--- src/rtl/histogram_cdf_hesaplama_pkg.sv ---
// Shared constants and state encoding for the histogram/CDF stage.
package histogram_cdf_hesaplama_pkg;

  localparam int PIKSEL_W   = 8;
  localparam int BIN_SAYISI = 256;
  localparam int CDF_W      = 18;
  // One extra bit so the bin counter can reach BIN_SAYISI (the CDF drain step).
  localparam int ADRES_W    = $clog2(BIN_SAYISI) + 1;

  typedef enum logic [2:0] {
    BOSTA   = 3'd0,
    TEMIZLE = 3'd1,
    TOPLA   = 3'd2,
    CDF     = 3'd3,
    SORGU   = 3'd4
  } durum_t;

endpackage

--- src/rtl/histogram_cdf_hesaplama_bellek.sv ---
// 256x18 simple dual-port histogram RAM: one write port, one registered read port.
// A read and a write to the same address in one cycle return the old contents.
module histogram_bellek
  import histogram_cdf_hesaplama_pkg::*;
(
  input  logic                clk,
  input  logic                yaz_etkin,
  input  logic [PIKSEL_W-1:0] yaz_adres,
  input  logic [CDF_W-1:0]    yaz_veri,
  input  logic [PIKSEL_W-1:0] oku_adres,
  output logic [CDF_W-1:0]    oku_veri
);

  logic [CDF_W-1:0] mem [BIN_SAYISI];

  // Write port and 1-cycle synchronous read port; read-old falls out of the NBA ordering.
  // NOTE: the array has no reset so the tools can map it onto block RAM; the clear pass rewrites it.
  always_ff @(posedge clk) begin
    if (yaz_etkin) begin
      mem[yaz_adres] <= yaz_veri;
    end
    oku_veri <= mem[oku_adres];
  end

endmodule

--- src/rtl/histogram_cdf_hesaplama.sv ---
// Histogram -> in-place CDF -> per-pixel lookup stage feeding histogram_esitleme.
// Pass 1 counts pixels into 256 bins, the bins are then accumulated into a CDF,
// and pass 2 returns CDF[pixel] and cdf_min two cycles after each lookup pixel.
module histogram_cdf_hesaplama
  import histogram_cdf_hesaplama_pkg::*;
#(
  parameter int M = 320,
  parameter int N = 240
)
(
  input  logic        clk_i,
  input  logic        rst_i,
  input  logic        baslat_i,
  input  logic        etkin_i,
  input  logic [7:0]  pixel_i,
  input  logic        sorgu_etkin_i,
  input  logic [7:0]  sorgu_pixel_i,
  output logic        hazir_o,
  output logic [2:0]  durum_o,
  output logic        etkin_o,
  output logic [7:0]  pixel_o,
  output logic [17:0] cdf_o,
  output logic [17:0] cdf_min_o
);

  localparam logic [CDF_W-1:0]   MN        = CDF_W'(M * N);
  localparam logic [ADRES_W-1:0] SON_BIN   = ADRES_W'(BIN_SAYISI - 1);
  localparam logic [ADRES_W-1:0] CDF_BITIS = ADRES_W'(BIN_SAYISI);

  durum_t durum, durum_sonraki;

  logic [ADRES_W-1:0]  adres_sayac;   // bin index for the clear and CDF passes
  logic [CDF_W-1:0]    piksel_sayac;  // accepted pixels (count pass) or lookups (lookup pass)
  logic                bosalt;        // drain cycle after the last counted pixel

  // Stage-1 register shared by all passes: "a read was issued last cycle for this bin".
  logic                s1_gecerli, s1_sonraki;
  logic [PIKSEL_W-1:0] s1_adres;

  // Copy of last cycle's RAM write, used to bypass the read-old RAM output.
  logic                son_gecerli;
  logic [PIKSEL_W-1:0] son_adres;
  logic [CDF_W-1:0]    son_veri;

  logic [CDF_W-1:0]    toplam, toplam_yeni, cdf_min, eski_sayim;
  logic                min_bulundu;
  logic                kabul_topla, kabul_sorgu;

  logic                ram_yaz;
  logic [PIKSEL_W-1:0] ram_yaz_adres, ram_oku_adres;
  logic [CDF_W-1:0]    ram_yaz_veri, ram_oku_veri;

  histogram_bellek u_bellek (
    .clk       (clk_i),
    .yaz_etkin (ram_yaz),
    .yaz_adres (ram_yaz_adres),
    .yaz_veri  (ram_yaz_veri),
    .oku_adres (ram_oku_adres),
    .oku_veri  (ram_oku_veri)
  );

  assign kabul_topla = (durum == TOPLA) && !bosalt && etkin_i;
  assign kabul_sorgu = (durum == SORGU) && (piksel_sayac != MN) && sorgu_etkin_i;
  assign hazir_o     = ((durum == TOPLA) && !bosalt) || ((durum == SORGU) && (piksel_sayac != MN));

  // Back-to-back hits on one bin: the RAM still returns the pre-write count, so take the
  // value written last cycle instead.
  assign eski_sayim  = (son_gecerli && (son_adres == s1_adres)) ? son_veri : ram_oku_veri;
  assign toplam_yeni = toplam + ram_oku_veri;

  assign durum_o   = durum;
  assign cdf_min_o = cdf_min;

  // State register.
  // NOTE: clocked blocks use non-blocking assignments only, so every register samples pre-edge values.
  always_ff @(posedge clk_i) begin
    if (rst_i) begin
      durum <= BOSTA;
    end else begin
      durum <= durum_sonraki;
    end
  end

  // Next-state logic.
  // NOTE: the default is assigned before the case so no path leaves the output unassigned (no latch).
  always_comb begin
    durum_sonraki = durum;
    case (durum)
      BOSTA:   if (baslat_i) durum_sonraki = TEMIZLE;
      TEMIZLE: if (adres_sayac == SON_BIN) durum_sonraki = TOPLA;
      TOPLA:   if (bosalt) durum_sonraki = CDF;
      CDF:     if (adres_sayac == CDF_BITIS) durum_sonraki = SORGU;
      SORGU:   if ((piksel_sayac == MN) && !s1_gecerli) durum_sonraki = BOSTA;
      default: durum_sonraki = BOSTA;
    endcase
  end

  // RAM port steering and stage-1 launch for the current pass.
  always_comb begin
    ram_yaz       = 1'b0;
    ram_yaz_adres = s1_adres;
    ram_yaz_veri  = '0;
    ram_oku_adres = '0;
    s1_sonraki    = 1'b0;
    case (durum)
      TEMIZLE: begin
        ram_yaz       = 1'b1;
        ram_yaz_adres = adres_sayac[PIKSEL_W-1:0];
      end
      TOPLA: begin
        ram_oku_adres = pixel_i;
        s1_sonraki    = kabul_topla;
        ram_yaz       = s1_gecerli;
        ram_yaz_veri  = eski_sayim + CDF_W'(1);
      end
      CDF: begin
        ram_oku_adres = adres_sayac[PIKSEL_W-1:0];
        s1_sonraki    = (adres_sayac != CDF_BITIS);
        ram_yaz       = s1_gecerli;
        ram_yaz_veri  = toplam_yeni;
      end
      SORGU: begin
        ram_oku_adres = sorgu_pixel_i;
        s1_sonraki    = kabul_sorgu;
      end
      default: ;
    endcase
  end

  // Stage-1 register and last-write bypass copy.
  always_ff @(posedge clk_i) begin
    if (rst_i) begin
      s1_gecerli  <= 1'b0;
      s1_adres    <= '0;
      son_gecerli <= 1'b0;
      son_adres   <= '0;
      son_veri    <= '0;
    end else begin
      s1_gecerli  <= s1_sonraki;
      s1_adres    <= ram_oku_adres;
      son_gecerli <= ram_yaz;
      son_adres   <= ram_yaz_adres;
      son_veri    <= ram_yaz_veri;
    end
  end

  // Pass counters, drain flag, CDF accumulator and cdf_min capture.
  always_ff @(posedge clk_i) begin
    if (rst_i) begin
      adres_sayac  <= '0;
      piksel_sayac <= '0;
      bosalt       <= 1'b0;
      toplam       <= '0;
      cdf_min      <= '0;
      min_bulundu  <= 1'b0;
    end else begin
      case (durum)
        BOSTA: begin
          if (baslat_i) begin
            adres_sayac  <= '0;
            piksel_sayac <= '0;
            bosalt       <= 1'b0;
            toplam       <= '0;
            cdf_min      <= '0;
            min_bulundu  <= 1'b0;
          end
        end
        TEMIZLE: begin
          adres_sayac <= (adres_sayac == SON_BIN) ? '0 : adres_sayac + ADRES_W'(1);
        end
        TOPLA: begin
          if (bosalt) begin
            bosalt       <= 1'b0;
            piksel_sayac <= '0;
          end else if (kabul_topla) begin
            piksel_sayac <= piksel_sayac + CDF_W'(1);
            if (piksel_sayac == MN - CDF_W'(1)) begin
              bosalt <= 1'b1;
            end
          end
        end
        CDF: begin
          adres_sayac <= (adres_sayac == CDF_BITIS) ? '0 : adres_sayac + ADRES_W'(1);
          if (s1_gecerli) begin
            toplam <= toplam_yeni;
            if (!min_bulundu && (ram_oku_veri != '0)) begin
              cdf_min     <= toplam_yeni;
              min_bulundu <= 1'b1;
            end
          end
        end
        SORGU: begin
          if (kabul_sorgu) begin
            piksel_sayac <= piksel_sayac + CDF_W'(1);
          end
        end
        default: ;
      endcase
    end
  end

  // Lookup result register: lands two cycles after the lookup pixel was accepted.
  always_ff @(posedge clk_i) begin
    if (rst_i) begin
      etkin_o <= 1'b0;
      pixel_o <= '0;
      cdf_o   <= '0;
    end else begin
      etkin_o <= (durum == SORGU) && s1_gecerli;
      if ((durum == SORGU) && s1_gecerli) begin
        pixel_o <= s1_adres;
        cdf_o   <= ram_oku_veri;
      end
    end
  end

  // The last CDF entry must equal the frame size.
  always_ff @(posedge clk_i) begin
    if (!rst_i && (durum == CDF) && (adres_sayac == CDF_BITIS)) begin
      assert (toplam_yeni == MN);
    end
  end

endmodule

--- config.mk ---
export PLATFORM = sky130hd
export DESIGN_NAME = histogram_cdf_hesaplama
export DESIGN_NICKNAME = d
export VERILOG_FILES = /design/src/rtl/histogram_cdf_hesaplama_pkg.sv /design/src/rtl/histogram_cdf_hesaplama_bellek.sv /design/src/rtl/histogram_cdf_hesaplama.sv
export SDC_FILE = /design/constraint.sdc
export NUM_CORES = 2
export LEC_CHECK = 0
export ABC_CLOCK_PERIOD_IN_PS = 15800
export CORE_UTILIZATION = 41
export DETAILED_ROUTE_END_ITERATION = 10
export PLACE_DENSITY = 0.61
export RECOVER_POWER = 50
export SLEW_MARGIN = 20
export SYNTH_ARGS = -nofsm -noshare
export SYNTH_HDL_FRONTEND = slang
export SYNTH_HIERARCHICAL = 1
export SYNTH_MEMORY_MAX_BITS = 65536
export SYNTH_SLANG_ARGS = --single-unit
--- constraint.sdc ---
create_clock -name clk_i -period 15.8 [get_ports clk_i]
set_input_delay 3.16 -clock clk_i [delete_from_list [all_inputs] [get_ports clk_i]]
set_output_delay 3.16 -clock clk_i [all_outputs]
set_load 0.05 [all_outputs]
After elaboration in Yosys (flattened, before gate mapping)
Memories as Yosys holds them, arrays and structs flattened. A register that Yosys moved wholly into a read port is not among the register bits.
Cells that the tools add are included.
{ "classes": {"n_div": 0, "eq_ne": 20, "n_mul": 0, "shift": 0, "bitwise_logic": 0, "add_sub_neg": 4, "n_reduce_logical": 25, "magnitude_cmp": 0, "muxes": 36} }
{ "op_table": {"columns": ["op", "count"], "rows": [
  ["$mux 18", 8],
  ["$pmux 18 s2", 3],
  ["$pmux 18 s3", 1],
  ["$add 18x1->18 const B", 2],
  ["$eq 18x17->1 const B", 2],
  ["$mux 9", 3],
  ["$pmux 9 s3", 1],
  ["$pmux 8 s3", 1],
  ["$add 18x18->18", 1],
  ["$ne 18x17->1 const B", 1],
  ["$reduce_bool 18->1", 1],
  ["$mux 3", 5],
  ["$pmux 3 s5", 1],
  ["$ne 2x2->1 const B", 6],
  ["$add 9x1->9 const B", 1],
  ["$eq 9x8->1 const B", 1],
  ["$eq 9x9->1 const B", 1],
  ["$ne 9x9->1 const B", 1],
  ["$eq 8x8->1", 1],
  ["$logic_and 1x1->1", 8],
  ["$mux 1", 8],
  ["$mux 8", 1],
  ["$reduce_and 4->1", 2],
  ["$eq 3x2->1 const B", 2],
  ["15 further kinds", 23]
]} }
{ "totals": {"mem_bits_ro": 0, "latchBits": 0, "elab_cells": 101, "n_memories": 1, "ram_bits": 4608, "out_inout_bits": 49, "inputBits": 21, "reg_bits": 131} }
{ "memory_table": {"columns": ["memory", "depth", "word_bits", "rd", "rd_clocked_by_memory_dff", "write_ports", "line_no", "text"], "rows": [
  ["u_bellek.mem", 256, 18, 1, 1, 1, "histogram_cdf_hesaplama_bellek.sv:14", "logic [CDF_W-1:0] mem [BIN_SAYISI];"]
]} }

Depth between registers and ports, before layout
{ "logic_depth": {"depth_word": 6, "depth_mapped": 17} }

Cells and area by module
Netlist, hierarchy kept.
{ "modules_own_cells": {"columns": ["mod", "area_each_um2", "cells_per_inst", "n_inst", "seq_area_each_um2"], "rows": [
  ["histogram_bellek", 178222.2, 8281, 1, 138733.1],
  ["histogram_cdf_hesaplama", 7109.3, 893, 1, 2622.5]
]} }

Least setup slack after synthesis
Ideal clock, no wire load.
{ "synth_timing": {"path_type": "flip-flop to flip-flop", "startpoint": "register s1_adres[7]", "endpoint": "memory u_bellek.mem[0][14] (data pin)", "path_stages_with_launch": 16, "setup_time_ps": 2187, "path_buffers": 3, "setup_slack_ps": 934, "t_arrival_ps": 12679, "cell_sequence": "dfxtp_1 xnor2_1 nand3_1 nor3_1 clkbuf_1 clkbuf_1 clkbuf_1 nand2_1 o21ai_0 ha_1 nand4_1 nor3_1 xnor2_1 nor2_1 a21oi_1 o21ai_0"} }
{ "synth_via": {"elab_chain_len": 5} }
{ "synth_lines": {"columns": ["item", "line_no", "text"], "rows": [
  ["from (decl)", "histogram_cdf_hesaplama.sv:38", "logic [PIKSEL_W-1:0] s1_adres;"],
  ["from (signal assigned)", "histogram_cdf_hesaplama.sv:140", "s1_adres <= ram_oku_adres;"],
  ["$eq 8x8->1", "histogram_cdf_hesaplama.sv:68", "assign eski_sayim = (son_gecerli && (son_adres == s1_adres)) ? son_veri : ram_oku_veri;"],
  ["$logic_and 1x1->1", "histogram_cdf_hesaplama.sv:68", null],
  ["$mux 18", "histogram_cdf_hesaplama.sv:68", null],
  ["$add 18x1->18", "histogram_cdf_hesaplama.sv:114", "ram_yaz_veri = eski_sayim + CDF_W'(1);"],
  ["$pmux 18 s2", "histogram_cdf_hesaplama.sv:105", "case (durum)"],
  ["net ram_yaz_veri[14]", "histogram_cdf_hesaplama.sv:51", "logic [CDF_W-1:0] ram_yaz_veri, ram_oku_veri;"],
  ["to (decl)", "histogram_cdf_hesaplama_bellek.sv:14", null]
]} }
The timed path passes the listed nets, and every way through them passes these cells.

Final worst setup path
{ "layout_timing": {"startpoint": "register s1_adres[1]", "endpoint": "memory u_bellek.mem[239][0] (data pin)"} }
The elaborated chain is that of the path after synthesis.

==> results.json <==
{
  "layout.nets": 9591,
  "power_frac_clock": 0.341,
  "synth_cell_types": 74,
  "vias": 95620,
  "finalInstanceArea_sq_um": 208500,
  "cts_tree": "built",
  "rows": 246,
  "grtUsageMet3": 0.03867,
  "top_usage_layer": "met2",
  "whs_ns": 0.4563,
  "syn_inst": 9174,
  "fp.coreArea_sq_um": 449400,
  "tightest_slew_ns": 9.371,
  "syn_nets": 9220,
  "setup_violations": 0,
  "switchingPower_uw": 8898,
  "cts_buffers": 468,
  "ys_warn_count": 6,
  "reg2reg_depth": 9,
  "drive_above_1_share": 0.1974,
  "grt_pass1_vias": 94060,
  "synth_compound_area_frac": 0.03860,
  "synthesis.area_sq_um": 185300,
  "die_w_um": 674.3,
  "pwr-share-comb": 0.185,
  "p_sw_frac": 0.2831,
  "cts_buffer_depth": 4,
  "drv_slew": 3076,
  "ctsResizeCount": 0,
  "routed_wl_mm": 509.3,
  "htreeDepth": 5,
  "cts_root_buf": "clkbuf_16",
  "slowest_stage": "clkbuf_1",
  "pre_cts_slack_ns": 6.719,
  "maxSlewHeadroom": -5.247,
  "crit_chain": "xnor2_1, nand4_1, nor3_1, clkbuf_1, mux2i_1, mux2i_1, nor2_4, clkbuf_1, buf_4",
  "synth_mux_area_frac": 0.1496,
  "synth_xor_xnor_area_share": 0.003072,
  "postSynth.asyncResetShare": 0,
  "ys_ff_latch": 4757,
  "synth_top_family_by_area": "multiplexers",
  "yosys.area_share.adder": 0.001728,
  "path_class": "reg2reg",
  "grt_pass1_wl_mm": 714.2,
  "placed_area_sq_um": 194500,
  "cts.hold.buffers_added": 0,
  "grt_util_met1": 0.3030,
  "period_minus_slack_ns": 11.13,
  "violations": "max-capacitance violations, max-slew violations",
  "seqPwrFrac": 0.474,
  "p_int_uw": 22530,
  "synth_edf_count": 4608,
  "port_buffers": 69,
  "drtAntennaViolNets": 0,
  "hold_path_depth": 2,
  "grt_max_degree": 208,
  "yosysMostFrequentCell": "edfxtp_1",
  "timing.fmax_mhz": 89.82,
  "p_leak_uw": 0.06237,
  "drt-vias-per-instance": 6.014,
  "finalSetupTns_ns": 0,
  "cap_violations": 102,
  "ys_seq_area_frac": 0.7627,
  "arrival_ns": 11.79,
  "area_growth_pct": 12.51,
  "synth_common_cells": "edfxtp_1 (4608), mux4_2 (864), mux2i_1 (820)",
  "synth_largest_area_cell": "edfxtp_1",
  "cts_setup_buffers": 0,
  "dp_hpwl_mm": 295.8,
  "synthSimpleGateAreaFrac": 0.02614,
  "crit_fanout": 185,
  "antenna_found_initial": 19,
  "cp-start-kind": "flip-flop",
  "ios": 70,
  "die_area_sq_um": 454700,
  "period_share": 0.7047,
  "cts.sinks": 4757,
  "max_stage_delay_ns": 6.29,
  "rsz0062_at_grt": "false",
  "synth_ff_type": "edfxtp_1",
  "layout_setup_ws_ns": 4.666,
  "gr-total-overflow": 0,
  "clk_pin_slew_worst_paths_ns": 0.06,
  "hold_class": "reg2reg",
  "drc": 0,
  "hold_viol": 0,
  "fillCellCount": 37150,
  "drt_iter0_markers": 12150,
  "initial_core_util": 0.4124,
  "synth_area_leaders": "edfxtp_1 (75%), mux4_2 (10%), mux2i_1 (4.4%)",
  "syn_avg_cell_area_sq_um": 20.20,
  "track_usage": 0.2199,
  "skew_ns": 0.09402,
  "gp_congestion": 0.8916,
  "synth_top_area_frac": 0.7466,
  "routedWlPerCell_um": 32.03,
  "cp-end-kind": "flip-flop",
  "die_h_um": 674.3,
  "status": "finished, violations left",
  "drt_first_pass_iters": 6,
  "max-vdd-ir-drop_mv": 0.1466,
  "met2_usage": 0.3431,
  "p_per_area_nw_per_um2": 150.7,
  "utilization": 0.4640,
  "clk_latency_ns": 1.03,
  "required_ns": 16.46
}
[critical path, delay by kind of cell (launching register included)]
kind | cells | cell delay (ns)
and+or+nand+nor | 3 | 0.45
xor gates and xnor gates | 1 | 0.15
muxes | 2 | 0.52
buffers and inverters | 3 | 8.68
DFF | 1 | 0.44
[logic make-up (layout without fill, tap and decap cells)]
family | count (synthesis) | count (layout)
compound gates | 1040 | 1040
buf+inv | 567 | 1331
fa+ha+maj | 25 | 25
other cells | 0 | 9
mux | 1690 | 1690
xor+xnor | 65 | 65
simple gates | 1030 | 1030
flops | 4757 | 4757
[layout by cell type, fill, tap and decap left out, types with 149 or more instances in the layout]
cell type     n
dfxtp_1     149
nand2_1     212
nor2_1      228
mux4_2      864
nor3_1      165
clkbuf_1    212
a21oi_1     260
o22ai_1     239
o221ai_1    318
clkinv_1    155
buf_4       215
mux2i_1     820
edfxtp_1   4608
clkbuf_16   470
[routing by layer]
layer | wire, um | up-vias | part of all wire
li1 | - | 39100 | -
met5 | 49 | - | 0.000096
met2 | 236500 | 4696 | 0.46
met1 | 199500 | 50850 | 0.39
met4 | 26430 | 6 | 0.052
met3 | 46820 | 972 | 0.092
[flip-flops by register name (all words and copies together), names as in the netlist, 9 cells and up]
| signal | cells |
|---|---|
| cdf_min_o | 18 |
| piksel_sayac | 18 |
| toplam | 18 |
| cdf_o | 18 |
| u_bellek/oku_veri | 18 |
| u_bellek/mem | 4608 |
| adres_sayac | 9 |
| son_veri | 18 |
[power groups by stage]
stage | clock network [uW] | registers [uW] | logic [uW]
2_1_floorplan | 0 | 15400 | 3490
3_3_place_gp | 0 | 15100 | 5660
3_5_place_dp | 0 | 15100 | 5780
4_1_cts | 10900 | 14800 | 5790
5_1_grt | 11400 | 14900 | 6050
6_report | 10700 | 14900 | 5800
[worst paths after layout]
check        slack [ns]                   end         from
min reg2reg        0.46              cdf_o[2]     cdf_o[2]
max                4.67  u_bellek/mem[239][0]  s1_adres[1]
max reg2reg        4.67  u_bellek/mem[239][0]  s1_adres[1]
min                0.46              cdf_o[2]     cdf_o[2]
[metrics by stage]
stage               std cells  total power, uW
global placement        15020            20760
detailed placement      15020            20880
global route            15890            32290
floorplan                9174            18900
finish                  15900            31430
CTS                     15890            31490
[layout make-up]
| cell class | count | area (sq um) | share of cell area |
|---|---|---|---|
| antenna | 9 | 22.52 | 0.0001080 |
| clock buffer | 555 | 12130 | 0.05815 |
| timing repair buffer | 441 | 3292 | 0.01579 |
| inverter | 27 | 113.9 | 0.0005460 |
| clock inverter | 308 | 2586 | 0.01240 |
| multi-input combinational | 3850 | 41580 | 0.1994 |
| sequential | 4757 | 141400 | 0.6779 |
| tap | 5952 | 7447 | 0.03571 |
No activity file was read; power rests on OpenSTA's default activity.
